## config.mk

```make
export PLATFORM = sky130hd
export DESIGN_NAME = midi_msg_parser_flat
export DESIGN_NICKNAME = d
export VERILOG_FILES = /design/src/rtl/midi_msg_parser_if.sv /design/src/rtl/midi_msg_parser.sv /design/src/flat_wrapper.sv
export SDC_FILE = /design/constraint.sdc
export NUM_CORES = 1
export LEC_CHECK = 0
export BUFFER_PORTS_ARGS = -buffer_cell sky130_fd_sc_hd__buf_2
export CAP_MARGIN = 10
export CORE_UTILIZATION = 35
export CTS_CLUSTER_DIAMETER = 30
export DETAILED_ROUTE_END_ITERATION = 16
export SYNTH_ARGS = -nofsm -noshare
export SYNTH_HDL_FRONTEND = slang
export SYNTH_SLANG_ARGS = --single-unit
```

## constraint.sdc

```tcl
create_clock -name clk -period 2.74 [get_ports clk]
set_input_delay 0 -clock clk [delete_from_list [all_inputs] [get_ports clk]]
set_output_delay 0 -clock clk [all_outputs]
set_load 0.02 [all_outputs]
```

## src/rtl/midi_msg_parser_if.sv

```systemverilog
// Parsed-message stream between midi_msg_parser (master) and the voice logic (slave).
// valid/ready handshake; payload fields are meaningful only while msg_valid is high.
interface midi_msg_parser_if;
  logic       msg_valid;
  logic       msg_ready;
  logic [2:0] msg_type;
  logic [3:0] msg_ch;
  logic [6:0] msg_d1;
  logic [6:0] msg_d2;
  logic       note_on;
  logic       note_off;

  modport master (
    output msg_valid, msg_type, msg_ch, msg_d1, msg_d2, note_on, note_off,
    input  msg_ready
  );

  modport slave (
    input  msg_valid, msg_type, msg_ch, msg_d1, msg_d2, note_on, note_off,
    output msg_ready
  );
endinterface

```

## src/rtl/midi_msg_parser.sv

```systemverilog
// MIDI channel-message parser with channel filter, output FIFO and drop counter.
// Define MIDI_RUNNING_STATUS_EN to keep the status byte live after each emitted message.
module midi_msg_parser #(
  parameter logic [15:0] CH_MASK    = 16'hFFFF,
  parameter int unsigned FIFO_DEPTH = 4,
  parameter int unsigned CNT_W      = 8
) (
  input  logic               clk,
  input  logic               rst_n,
  input  logic [7:0]         din,
  input  logic               din_rdy,
  midi_msg_parser_if.master  msg,
  output logic [CNT_W-1:0]   drop_cnt
);

  localparam int unsigned AW = $clog2(FIFO_DEPTH);

  typedef enum logic [1:0] {StIdle, StWaitD1, StWaitD2} state_e;

  typedef struct packed {
    logic [2:0] typ;
    logic [3:0] ch;
    logic [6:0] d1;
    logic [6:0] d2;
  } msg_t;

`ifdef MIDI_RUNNING_STATUS_EN
  localparam state_e StAfterEmit = StWaitD1;
`else
  localparam state_e StAfterEmit = StIdle;
`endif

  state_e     state_q, state_d;
  logic [2:0] typ_q;
  logic [3:0] ch_q;
  logic [6:0] d1_q;
  logic       pending_q;  // status seen, message not yet completed
  logic       sys_q;      // inside SysEx/system common: stray data is not counted

  logic is_data, is_chan, is_sys, one_byte;
  logic emit, abandon, idle_drop;
  msg_t emit_msg;

  assign is_data  = din_rdy & ~din[7];
  assign is_chan  = din_rdy & din[7] & (din[6:4] != 3'b111);
  assign is_sys   = din_rdy & (din[7:3] == 5'b11110);
  assign one_byte = (typ_q == 3'd4) || (typ_q == 3'd5);

  always_ff @(posedge clk or negedge rst_n) begin
    if (!rst_n) state_q <= StIdle;
    else        state_q <= state_d;
  end

  always_comb begin
    state_d = state_q;
    if (is_chan) begin
      state_d = StWaitD1;
    end else if (is_sys) begin
      state_d = StIdle;
    end else if (is_data) begin
      case (state_q)
        StWaitD1: state_d = one_byte ? StAfterEmit : StWaitD2;
        StWaitD2: state_d = StAfterEmit;
        default:  state_d = StIdle;
      endcase
    end
  end

  always_comb begin
    emit      = 1'b0;
    abandon   = 1'b0;
    idle_drop = 1'b0;
    emit_msg  = '0;
    if (is_chan || is_sys) begin
      abandon = (state_q == StWaitD2) || ((state_q == StWaitD1) && pending_q);
    end else if (is_data) begin
      emit_msg.typ = typ_q;
      emit_msg.ch  = ch_q;
      case (state_q)
        StWaitD1: begin
          emit        = one_byte;
          emit_msg.d1 = din[6:0];
        end
        StWaitD2: begin
          emit        = 1'b1;
          emit_msg.d1 = d1_q;
          emit_msg.d2 = din[6:0];
        end
        default: idle_drop = ~sys_q;
      endcase
    end
  end

  always_ff @(posedge clk or negedge rst_n) begin
    if (!rst_n) begin
      typ_q     <= '0;
      ch_q      <= '0;
      d1_q      <= '0;
      pending_q <= 1'b0;
      sys_q     <= 1'b0;
    end else if (is_chan) begin
      typ_q     <= din[6:4];
      ch_q      <= din[3:0];
      d1_q      <= '0;
      pending_q <= 1'b1;
      sys_q     <= 1'b0;
    end else if (is_sys) begin
      pending_q <= 1'b0;
      sys_q     <= 1'b1;
    end else if (is_data) begin
      if (state_q == StWaitD1) d1_q <= din[6:0];
      if (emit) pending_q <= 1'b0;
    end
  end

  // Output FIFO: pointers carry one extra wrap bit to tell full from empty.
  msg_t          mem_q [FIFO_DEPTH];
  logic [AW:0]   wr_ptr_q, rd_ptr_q;
  logic          empty, full, pop, push_req, push, overflow;
  msg_t          head;

  assign empty    = (wr_ptr_q == rd_ptr_q);
  assign full     = (wr_ptr_q[AW] != rd_ptr_q[AW]) && (wr_ptr_q[AW-1:0] == rd_ptr_q[AW-1:0]);
  assign pop      = ~empty & msg.msg_ready;
  assign push_req = emit & CH_MASK[emit_msg.ch];
  assign push     = push_req & (~full | pop);
  assign overflow = push_req & full & ~pop;

  always_ff @(posedge clk or negedge rst_n) begin
    if (!rst_n) begin
      wr_ptr_q <= '0;
      rd_ptr_q <= '0;
    end else begin
      if (push) wr_ptr_q <= wr_ptr_q + (AW+1)'(1);
      if (pop)  rd_ptr_q <= rd_ptr_q + (AW+1)'(1);
    end
  end

  always_ff @(posedge clk) begin
    if (push) mem_q[wr_ptr_q[AW-1:0]] <= emit_msg;
  end

  always_ff @(posedge clk or negedge rst_n) begin
    if (!rst_n) begin
      drop_cnt <= '0;
    end else if ((abandon || idle_drop || overflow) && (drop_cnt != '1)) begin
      drop_cnt <= drop_cnt + CNT_W'(1);
    end
  end

  // Head fields are forced to zero while empty so stale storage never shows.
  assign head          = mem_q[rd_ptr_q[AW-1:0]];
  assign msg.msg_valid = ~empty;
  assign msg.msg_type  = empty ? 3'd0 : head.typ;
  assign msg.msg_ch    = empty ? 4'd0 : head.ch;
  assign msg.msg_d1    = empty ? 7'd0 : head.d1;
  assign msg.msg_d2    = empty ? 7'd0 : head.d2;
  assign msg.note_on   = ~empty && (head.typ == 3'd1) && (head.d2 != 7'd0);
  assign msg.note_off  = ~empty && ((head.typ == 3'd0) || ((head.typ == 3'd1) && (head.d2 == 7'd0)));

endmodule

```

## src/flat_wrapper.sv

```systemverilog
// flat-port wrapper written by rule: the top's interface ports become plain ports
module midi_msg_parser_flat 
#(
  parameter logic [15:0] CH_MASK    = 16'hFFFF,
  parameter int unsigned FIFO_DEPTH = 4,
  parameter int unsigned CNT_W      = 8
)
  (clk, rst_n, din, din_rdy, drop_cnt, msg_msg_valid, msg_msg_type, msg_msg_ch, msg_msg_d1, msg_msg_d2, msg_note_on, msg_note_off, msg_msg_ready);
  midi_msg_parser_if msg_i ();
  input  logic clk;
  input  logic rst_n;
  input  logic [7:0] din;
  input  logic din_rdy;
  output logic [CNT_W-1:0] drop_cnt;
  output wire logic [$bits(msg_i.msg_valid)-1:0] msg_msg_valid;
  output wire logic [$bits(msg_i.msg_type)-1:0] msg_msg_type;
  output wire logic [$bits(msg_i.msg_ch)-1:0] msg_msg_ch;
  output wire logic [$bits(msg_i.msg_d1)-1:0] msg_msg_d1;
  output wire logic [$bits(msg_i.msg_d2)-1:0] msg_msg_d2;
  output wire logic [$bits(msg_i.note_on)-1:0] msg_note_on;
  output wire logic [$bits(msg_i.note_off)-1:0] msg_note_off;
  input wire logic [$bits(msg_i.msg_ready)-1:0] msg_msg_ready;
  assign msg_msg_valid = msg_i.msg_valid;
  assign msg_msg_type = msg_i.msg_type;
  assign msg_msg_ch = msg_i.msg_ch;
  assign msg_msg_d1 = msg_i.msg_d1;
  assign msg_msg_d2 = msg_i.msg_d2;
  assign msg_note_on = msg_i.note_on;
  assign msg_note_off = msg_i.note_off;
  assign msg_i.msg_ready = msg_msg_ready;
  midi_msg_parser #(.CH_MASK(CH_MASK), .FIFO_DEPTH(FIFO_DEPTH), .CNT_W(CNT_W)) u_core (.clk(clk), .rst_n(rst_n), .din(din), .din_rdy(din_rdy), .msg(msg_i), .drop_cnt(drop_cnt));
endmodule
```

==> summary.md, run 1 <==
| Metric | Value |
|---|---|
| RSZ-0062 raised after global routing | false |
| Vias/cell | 4.95 |
| Synth Register Bits | 116 |
| Critical Path Fanout Max | 23 |
| Layout net count | 411 |
| TritonRoute pass-1 iters | 4 |
| Residual DRC count | 0 |
| Largest net degree at the start of global routing | 33 |
| Finished Layout Cells | about 600 |
| Endpoint type of the worst setup path | output pin |
| Tot GR Track Use | 14.6% |
| P_leak | 2.36 nW |
| Syn Nets | 339 |
| Core Region | 0.0139 mm^2 |
| ANT nets after route | 0 |
| Ant diodes | 0 |
| Ranking of synthesized cells by area | edfxtp_1 51%, dfrtp_1 16%, mux4_2 9.5% |
| H-tree depth | 4 |
| Clock-pin transition on the worst setup and hold timing paths | 0.05 ns |
| # fillers | 1235 |
| Setup WS pre-CTS | 0.311 ns |
| Placed cell count | 538 |
| Rows | 43 |
| Via Count | between 2000 and 3000 |
| Clk root buf | clkbuf_16 |
| Setup Viol. Count Final | 0 |
| CTS Sinks | 116 |
| Async set-or-reset flop fraction in the synthesized netlist | 27.6% |
| Cell Pwr Density | 999 mW/mm^2 |
| Number of port buffers | 43 |
| Status | finished clean |
| Tmin final | 2.47 ns |
| CTS tree | built |
| Slew Viols, Final | 0 |
| Endpoints failing hold | 0 |
| Initial antenna violation count | 0 |
| Initial DRC Count | 164 |
| Post-Route WL | 9.85 mm |
| YS warnings | 0 |
| Hold Path Class | input pin to async pin |
| WP data required | around 2.7 ns |
| Synth unique cells | 38 |
| Syn-to-layout area delta | 24.5% |
| Ys flop type | edfxtp_1 |
| Post-Syn Area per Cell | around 16 um^2 |
| RD Place Congestion | 0.718 |
| Clock Latency Late Sink | 0.40 ns |
| Die area | about 0.015 mm^2 |
| Slew headroom | between 30% and 40% |
| Number of flops mapped to enable cells by yosys | 84 |
| IR drop worst, VDD | approximately 0.5 mV |
| Die Wd | 121 um |
| I/O pins | 44 |
| PnR worst setup slack | 0.267 ns |
| Drt wl/cell | about 17 um |
| Top cell type's share of synthesized area | 50.7% |
| FF-to-FF path depth | 7 |
| Worst slew pin tran | 0.980 ns |
| Bufs on Longest Clock Path | 2 |
| Layout cells sized above 1 | 27.3% |
| Crit Reg-Reg Endpoint | u_core.mem_q[3][14] |
| Sequential area share after synthesis | between 60 and 70% |
| Clock Skew | 0.0121 ns |
| Tcrit/Tclk final | around 90% |
| Critical Path Start Type | register |
| Worst R2R Setup Slack | 0.30 ns |
| Total gr overflow | 0 |
| Num CTS Buffers | 17 |
| Cell area after synthesis | approximately 0.0050 mm^2 |
| Total Neg Setup Slack | 0 ns |
| Cell type with the largest total area after synthesis | edfxtp_1 |
| Vias in the first global route | 2963 |
| Maxcap violations | 0 |
| Synth Instances | approximately 320 |
| Worst Path Arrival | around 2.5 ns |
| Die Span Y | 121 um |
| Final HPWL DP | 6.49 mm |
| FMAX | 404 MHz |
| Reg2reg start | u_core.state_q[0] |
| WS Path Type | register to output pin |
| First-pass GRT wire length | about 16 mm |
| Synth cell count leaders | 84 x edfxtp_1, 33 x and2_1, 32 x dfrtp_1, 21 x mux4_2, 21 x nand2_1 |
| Count leader, synth | edfxtp_1 |
| Initial Util | 35.8% |
==> placed cells by master (no fill, tap or decap), types with 2 or more instances in the layout <==
cell	synthesis	layout
ha_1	8	8
nand4_1	2	2
dlygate4sd3_1	0	14
dfrtp_1	32	31
o21ai_1	8	8
nand2_1	21	21
edfxtp_1	84	84
clkinv_2	0	3
xnor2_1	11	11
a22oi_1	7	7
nor2b_1	4	4
mux2_1	8	8
buf_4	0	7
nand3_1	7	7
buf_12	0	4
and3_1	12	12
inv_6	0	2
mux4_2	21	21
and2_1	33	33
xor2_1	3	3
bufinv_16	0	2
buf_2	4	43
nor2_1	14	14
clkbuf_16	0	17
a21oi_1	4	4
nand3b_1	2	2
a31oi_1	3	3
inv_1	4	4
clkinvlp_4	0	4
==> worst max path at each step <==
stage | from | endpoint | slack (ns)
final | u_core.rd_ptr_q[1] | msg_note_on | 0.27
after global routing | u_core.rd_ptr_q[1] | msg_note_on | 0.07
after CTS | u_core.rd_ptr_q[0] | msg_note_on | 0.12
after detailed placement | u_core.state_q[0] | u_core.mem_q[0][9] | 0.31
after global placement | u_core.state_q[0] | u_core.mem_q[3][16] | 0.37
after floorplan | u_core.state_q[0] | u_core.mem_q[3][0] | 0.18
==> area by class of cell <==
cell class                 instances  area, um^2  area share, %
clock inverter                    13         135           2.18
timing repair buffer              68         488           7.88
inverter                           4        15.0          0.243
sequential                       116        3320           53.7
clock buffer                      18         429           6.93
multi-input combinational        184        1570           25.4
tap                              180         225           3.64
==> state kept, by name, indices dropped and copies added, names as in the netlist <==
signal	count
u_core.mem_q	84
u_core.drop_cnt	8
u_core.d1_q	7
u_core.ch_q	4
u_core.rd_ptr_q	3
u_core.typ_q	3
u_core.wr_ptr_q	3
u_core.state_q	2
u_core.pending_q	1
u_core.sys_q	1
==> critical path, stage by stage, from the launching register on <==
cell	delay, ns
dfrtp_1	0.36
buf_4	0.33
mux4_2	0.38
nor4_1	0.49
nand2_1	0.13
and4_1	0.22
buf_2	0.15
==> through the flow <==
step	area, um^2	utilization, %	hold WS (ns)	total power [mW]
finish	6190	44.6	0.193	6.18
global route	6190	44.6	0.259	6.51
CTS	6190	44.6	0.213	6.27
detailed placement	5490	39.5	0.105	4.17
global placement	5490	39.5	0.0994	4.14
floorplan	4970	-	-0.296	3.56
==> kinds of logic after synthesis <==
family / after synthesis / synth area share [%]
AND/OR/NAND/NOR: 104 / 11.5
buffers and inverters: 19 / 1.53
XOR/XNOR: 14 / 2.47
flip-flops: 116 / 66.8
AO/OA/AOI/OAI: 28 / 4.05
multiplexers: 30 / 11.6
adder cells (fa/ha/maj): 8 / 2.01
==> where the power goes <==
part           switching, mW  internal, mW
clock network          0.743          1.33
logic                   1.09         0.861
registers              0.142          2.03
total                   1.97          4.21
==> what timing repair did <==
item	CTS	global route
setup endpoints to repair	0	2
hold buffers	14	0
buffers inserted	0	0
gates resized for setup	0	1
endpoints found under the hold margin	49	0
==> metal layers <==
metal	routed length, um	share of wire, %	GRT usage, %	vias to the layer above
met5	0	0	0	-
met4	114	1.2	6.79	0
met1	4540	46	18.6	1465
met3	355	3.6	3.38	7
li1	-	-	-	1340
met2	4840	49	23.7	75
Power figures use the tool's default switching activity.
==> run 2: changes to the inputs <==
Settings changed: CELL_PAD_IN_SITES_DETAIL_PLACEMENT set to 0, CELL_PAD_IN_SITES_GLOBAL_PLACEMENT set to 2, PLACE_DENSITY_LB_ADDON set to 0.1.
==> summary.md, run 2 (same netlist as run 1, synthesis figures left out) <==
| Metric | Value |
|---|---|
| Total Neg Setup Slack | 0 ns |
| Hold Path Class | input pin to async pin |
| Max stage delay on crit path | approximately 0.56 ns |
| Cell Pwr Density | 993 mW/mm^2 |
| Commonest non-fill, non-tap cell in the layout | edfxtp_1 |
| Tcrit/Tclk final | 92.5% |
| Layout net count | roughly 400 |
| Post-CTS setup buffers | 0 |
| Syn-to-layout area delta | 24.2% |
| Tmin final | 2.54 ns |
| WP data required | 2.74 ns |
| Cell family with most CP delay | simple AND/OR/NAND/NOR gates |
| Maxcap violations | 0 |
| Core Region | 0.0139 mm^2 |
| Clk root buf | clkbuf_16 |
| Clock Latency Late Sink | between 0.4 and 0.5 ns |
| Initial DRC Count | ~190 |
| Rows | 43 |
| Endpoint type of the worst setup path | output pin |
| Clock-pin transition on the worst setup and hold timing paths | roughly 0.06 ns |
| Post-Route WL | ~10 mm |
| Endpoints failing hold | 0 |
| Tot GR Track Use | 15.7% |
| Vias in the first global route | slightly below 3000 |
| Final HPWL DP | 6.55 mm |
| Area post-placement | about 0.0055 mm^2 |
| Crit path max-delay cell type | mux4_2 |
| Die Span Y | 121 um |
| Clock Skew | around 0.014 ns |
| Slew Viols, Final | 0 |
| Drt wl/cell | 17.5 um |
| IR drop worst, VDD | between 0.4 and 0.5 mV |
| ANT nets after route | 0 |
| Critical Path, Cell by Cell | buf_12 -> mux4_2 -> nor4_2 -> nand2_1 -> and4_1 -> buf_2 |
| Max reg flops | 84 |
| # fillers | approximately 1300 |
| Status | finished clean |
| Final instance area | a little over 0.006 mm^2 |
| Via Count | 2832 |
| First-pass GRT wire length | 16.4 mm |
| Stages on worst setup path | 6 |
| RSZ-0062 raised after global routing | false |
| Worst slew pin tran | ~0.79 ns |
| Critical Path Fanout Max | 21 |
| Die Wd | 121 um |
| Setup Viol. Count Final | 0 |
| CTS tree | built |
| Crit path launch | u_core.rd_ptr_q[0] |
| Slew headroom | 47.3% |
| Reg2reg start | u_core.state_q[0] |
| Total gr overflow | 0 |
| Crit Reg-Reg Endpoint | u_core.mem_q[0][15] |
| Layout cells sized above 1 | about 28% |
| Ant diodes | 0 |
| P_leak | 2.36 nW |
| FMAX | between 300 and 400 MHz |
| Residual DRC count | 0 |
| Critical Path Start Type | register |
| Largest net degree at the start of global routing | 33 |
| Initial Util | between 30 and 40% |
| CTS Sinks | 116 |
| Commonest cells after routing, fill and taps aside | 84 x edfxtp_1, 43 x buf_2, 33 x and2_1 |
| I/O pins | 44 |
| Bufs on Longest Clock Path | 2 |
| WS Path Type | register to output pin |
| Die area | 0.0147 mm^2 |
| Worst Path Arrival | 2.54 ns |
| Worst R2R Setup Slack | 0.45 ns |
| H-tree depth | 4 |
| Number of port buffers | 43 |
| Vias/cell | 4.86 |
| Initial antenna violation count | 0 |
| Crit path to | msg_note_on |
| RD Place Congestion | between 0.6 and 0.7 |
| TritonRoute pass-1 iters | 4 |
| FF-to-FF path depth | 7 |
| Bufs and invs on worst path | 2 |
| Num CTS Buffers | 17 |
-- run 2: worst register-to-register path, delay by kind of cell, from the launching register on --
kind	cells	cell delay, ns
and+or+nand+nor	3	0.85
DFF	1	0.35
adders and majority gates	1	0.30
buffers and inverters	2	0.25
AOI/OAI and AO/OA	1	0.21
-- run 2: metal layers --
layer | global-route usage [%] | part of all wire, % | wire length, um
met5 | 0 | 0 | 0
met4 | 5.79 | 1.1 | 111
met3 | 4.65 | 3.7 | 381
met2 | 23.8 | 47 | 4770
met1 | 21.3 | 48 | 4930
-- run 2: cell type report --
type | instances | area [um^2] | area share, %
Clock buffer | 18 | 429 | 6.95
Inverter | 4 | 15.0 | 0.243
Clock inverter | 14 | 114 | 1.84
Tap cell | 180 | 225 | 3.65
Timing Repair Buffer | 67 | 488 | 7.90
Sequential cell | 116 | 3320 | 53.8
Multi-Input combinational cell | 184 | 1580 | 25.6
-- run 2: metrics by stage --
| step | std cells | total power, mW | utilization, % | hold slack [ns] | worst slack, ns |
|---|---|---|---|---|---|
| 5_1_grt | 583 | 6.49 | 44.5 | 0.261 | 0.0410 |
| 2_1_floorplan | 319 | 3.56 | - | -0.296 | 0.182 |
| 3_5_place_dp | 539 | 4.19 | 39.7 | 0.134 | 0.435 |
| 4_1_cts | 583 | 6.24 | 44.4 | 0.223 | 0.117 |
| 3_3_place_gp | 539 | 4.19 | 39.7 | 0.128 | 0.506 |
| 6_report | 583 | 6.13 | 44.5 | 0.199 | 0.205 |
-- run 2: worst min-delay path by stage --
stage	start	end	cells past startpoint
2_1_floorplan	rst_n	u_core.ch_q[0]	0
3_3_place_gp	rst_n	u_core.d1_q[1]	1
3_5_place_dp	rst_n	u_core.d1_q[1]	1
4_1_cts	rst_n	u_core.d1_q[1]	2
5_1_grt	rst_n	u_core.d1_q[2]	2
6_report	rst_n	u_core.d1_q[2]	2
-- run 2: timing repair --
item / in CTS / in global routing
hold buffers: 12 / 0
hold endpoints to repair: 49 / 0
setup endpoints to repair: 0 / 2
resized for setup: 0 / 1
-- run 2: where the power goes --
group	switching (mW)	total [mW]	internal, mW
sequential	0.126	2.15	2.02
clock	0.763	2.00	1.23
combinational	1.12	1.99	0.868
total	2.01	6.13	4.13
==> run 3: changes to the inputs <==
Settings changed: CAP_MARGIN 10 to 20, PLACE_DENSITY_LB_ADDON 0.1 to 0.3.
==> summary.md, run 3 (same netlist as run 1, synthesis figures left out) <==
| Metric | Value |
|---|---|
| Maxcap violations | 0 |
| CTS Sinks | 116 |
| Critical Path Start Type | register |
| Post-CTS Hold Fix Bufs | 13 |
| Die area | 0.0147 mm^2 |
| RD Place Congestion | about 0.70 |
| Fin util | between 40 and 50% |
| Residual DRC count | 0 |
| Clock Latency Late Sink | 0.40 ns |
| Most frequent CP cell | buf_4 |
| Number of port buffers | 43 |
| Max reg flops | between 80 and 90 |
| Critical Path, Cell by Cell | buf_4 -> buf_4 -> mux4_2 -> nor3_1 -> nand2_1 -> and4_1 -> buf_2 |
| I/O pins | 44 |
| Clock power frac | 32.9% |
| Post-Route WL | ~9.8 mm |
| Vias in the first global route | 2960 |
| Tcrit/Tclk final | 91.5% |
| Sw Ratio | around a third |
| Layout net count | 413 |
| Drt wl/cell | approximately 17 um |
| Cell Pwr Density | between 900 and 1000 mW/mm^2 |
| Clock-pin transition on the worst setup and hold timing paths | 0.05 ns |
| Tot GR Track Use | between 10% and 20% |
| # resized after CTS | 0 |
| Initial Util | 35.8% |
| Clock Skew | 0.0100 ns |
| Final HPWL DP | roughly 6.5 mm |
| Commonest non-fill, non-tap cell in the layout | edfxtp_1 |
| Final instance area | between 0.006 and 0.007 mm^2 |
| Ant diodes | 0 |
| Worst slew pin tran | 0.761 ns |
| TritonRoute pass-1 iters | 5 |
| FMAX | 399 MHz |
| WS Path Type | register to output pin |
| Power, Total | 6.16 mW |
| Slew headroom | 49.2% |
| Total Neg Setup Slack | 0 ns |
| P_leak | approximately 2.4 nW |
| Core Region | 0.0139 mm^2 |
| Area post-placement | 0.00551 mm^2 |
| Via Count | 2814 |
| Die Wd | 121 um |
| Sw Pwr | 1.95 mW |
| Endpoint type of the worst setup path | output pin |
| Sequential share of power | 34.9% |
| Hold Path Class | input pin to async pin |
| IR drop worst, VDD | 0.363 mV |
| Endpoints failing hold | 0 |
| Worst Path Arrival | between 2 and 3 ns |
| # fillers | 1275 |
| Post-CTS setup buffers | 0 |
| Proportion of power drawn by combinational gates | 32.2% |
| WHS | ~0.20 ns |
| Num CTS Buffers | 17 |
| Die Span Y | 121 um |
| Status | finished clean |
| WP data required | 2.74 ns |
| Critical Path Fanout Max | 10 |
| Slew Viols, Final | 0 |
| ANT nets after route | 0 |
| H-tree depth | 4 |
| Clk root buf | clkbuf_16 |
| Setup Viol. Count Final | 0 |
| Commonest cells after routing, fill and taps aside | 84 x edfxtp_1, 43 x buf_2, 33 x and2_1 |
| Cell Int Power | 4.21 mW |
| Bufs on Longest Clock Path | 2 |
| Vias/cell | 4.80 |
| CTS tree | built |
| Tmin final | roughly 2.5 ns |
| Initial antenna violation count | 0 |
| First-pass GRT wire length | 15.7 mm |
| Total gr overflow | 0 |
| Max stage delay on crit path | 0.54 ns |
| Crit path max-delay cell type | mux4_2 |
| Rows | 43 |
| Layout cells sized above 1 | 27.3% |
| Syn-to-layout area delta | 24.4% |
| RSZ-0062 raised after global routing | false |
| Initial DRC Count | between 150 and 200 |
| Largest net degree at the start of global routing | 33 |
==> run 3: power groups by stage <==
stage | clock network, mW | logic (mW) | registers, mW
floorplan | 0 | 1.37 | 2.19
global placement | 0 | 2.02 | 2.18
detailed placement | 0 | 2.02 | 2.18
CTS | 2.06 | 2.05 | 2.15
global route | 2.15 | 2.18 | 2.17
finish | 2.03 | 1.99 | 2.15
==> run 3: worst max-delay path: cells and delay by family (launching register included) <==
kind / cells / cell delay [ns]
buffers and inverters: 3 / 0.62
DFF: 1 / 0.42
muxes: 1 / 0.54
and+or+nand+nor: 3 / 0.52
==> run 3: layer usage <==
layer / vias up / track usage (%) / wire [um]
met5: - / 0 / 0
met3: 8 / 3.57 / 318
met2: 48 / 23.6 / 4710
met4: 0 / 5.56 / 77
li1: 1353 / - / -
met1: 1405 / 19.4 / 4700
==> run 3: worst paths after layout <==
check	from	to	slack, ns	depth (start not counted)
worst max-delay path	u_core.rd_ptr_q[0]	msg_note_on	0.23	7
worst min-delay path	rst_n	u_core.d1_q[0]	0.20	2
worst max register to register	u_core.state_q[0]	u_core.mem_q[0][7]	0.48	7
worst min register to register	u_core.ch_q[1]	u_core.ch_q[1]	0.48	1
max in group asynchronous	rst_n	u_core.typ_q[2]	2.05	2
min in group clk	din[7]	u_core.d1_q[1]	0.42	3
==> run 3: layout make-up <==
cell class,count,area [um^2],area share [%]
tap,180,225,3.64
inverter,4,15.0,0.243
clock inverter,12,114,1.84
multi-input combinational,184,1570,25.4
timing repair buffer,70,500,8.09
clock buffer,20,437,7.06
sequential,116,3320,53.7
==> run 3: per-stage QoR <==
step / cells / setup slack (ns)
2_1_floorplan: 319 / 0.182
3_3_place_gp: 541 / 0.517
3_5_place_dp: 541 / 0.475
4_1_cts: 586 / 0.167
5_1_grt: 586 / 0.0497
6_report: 586 / 0.232
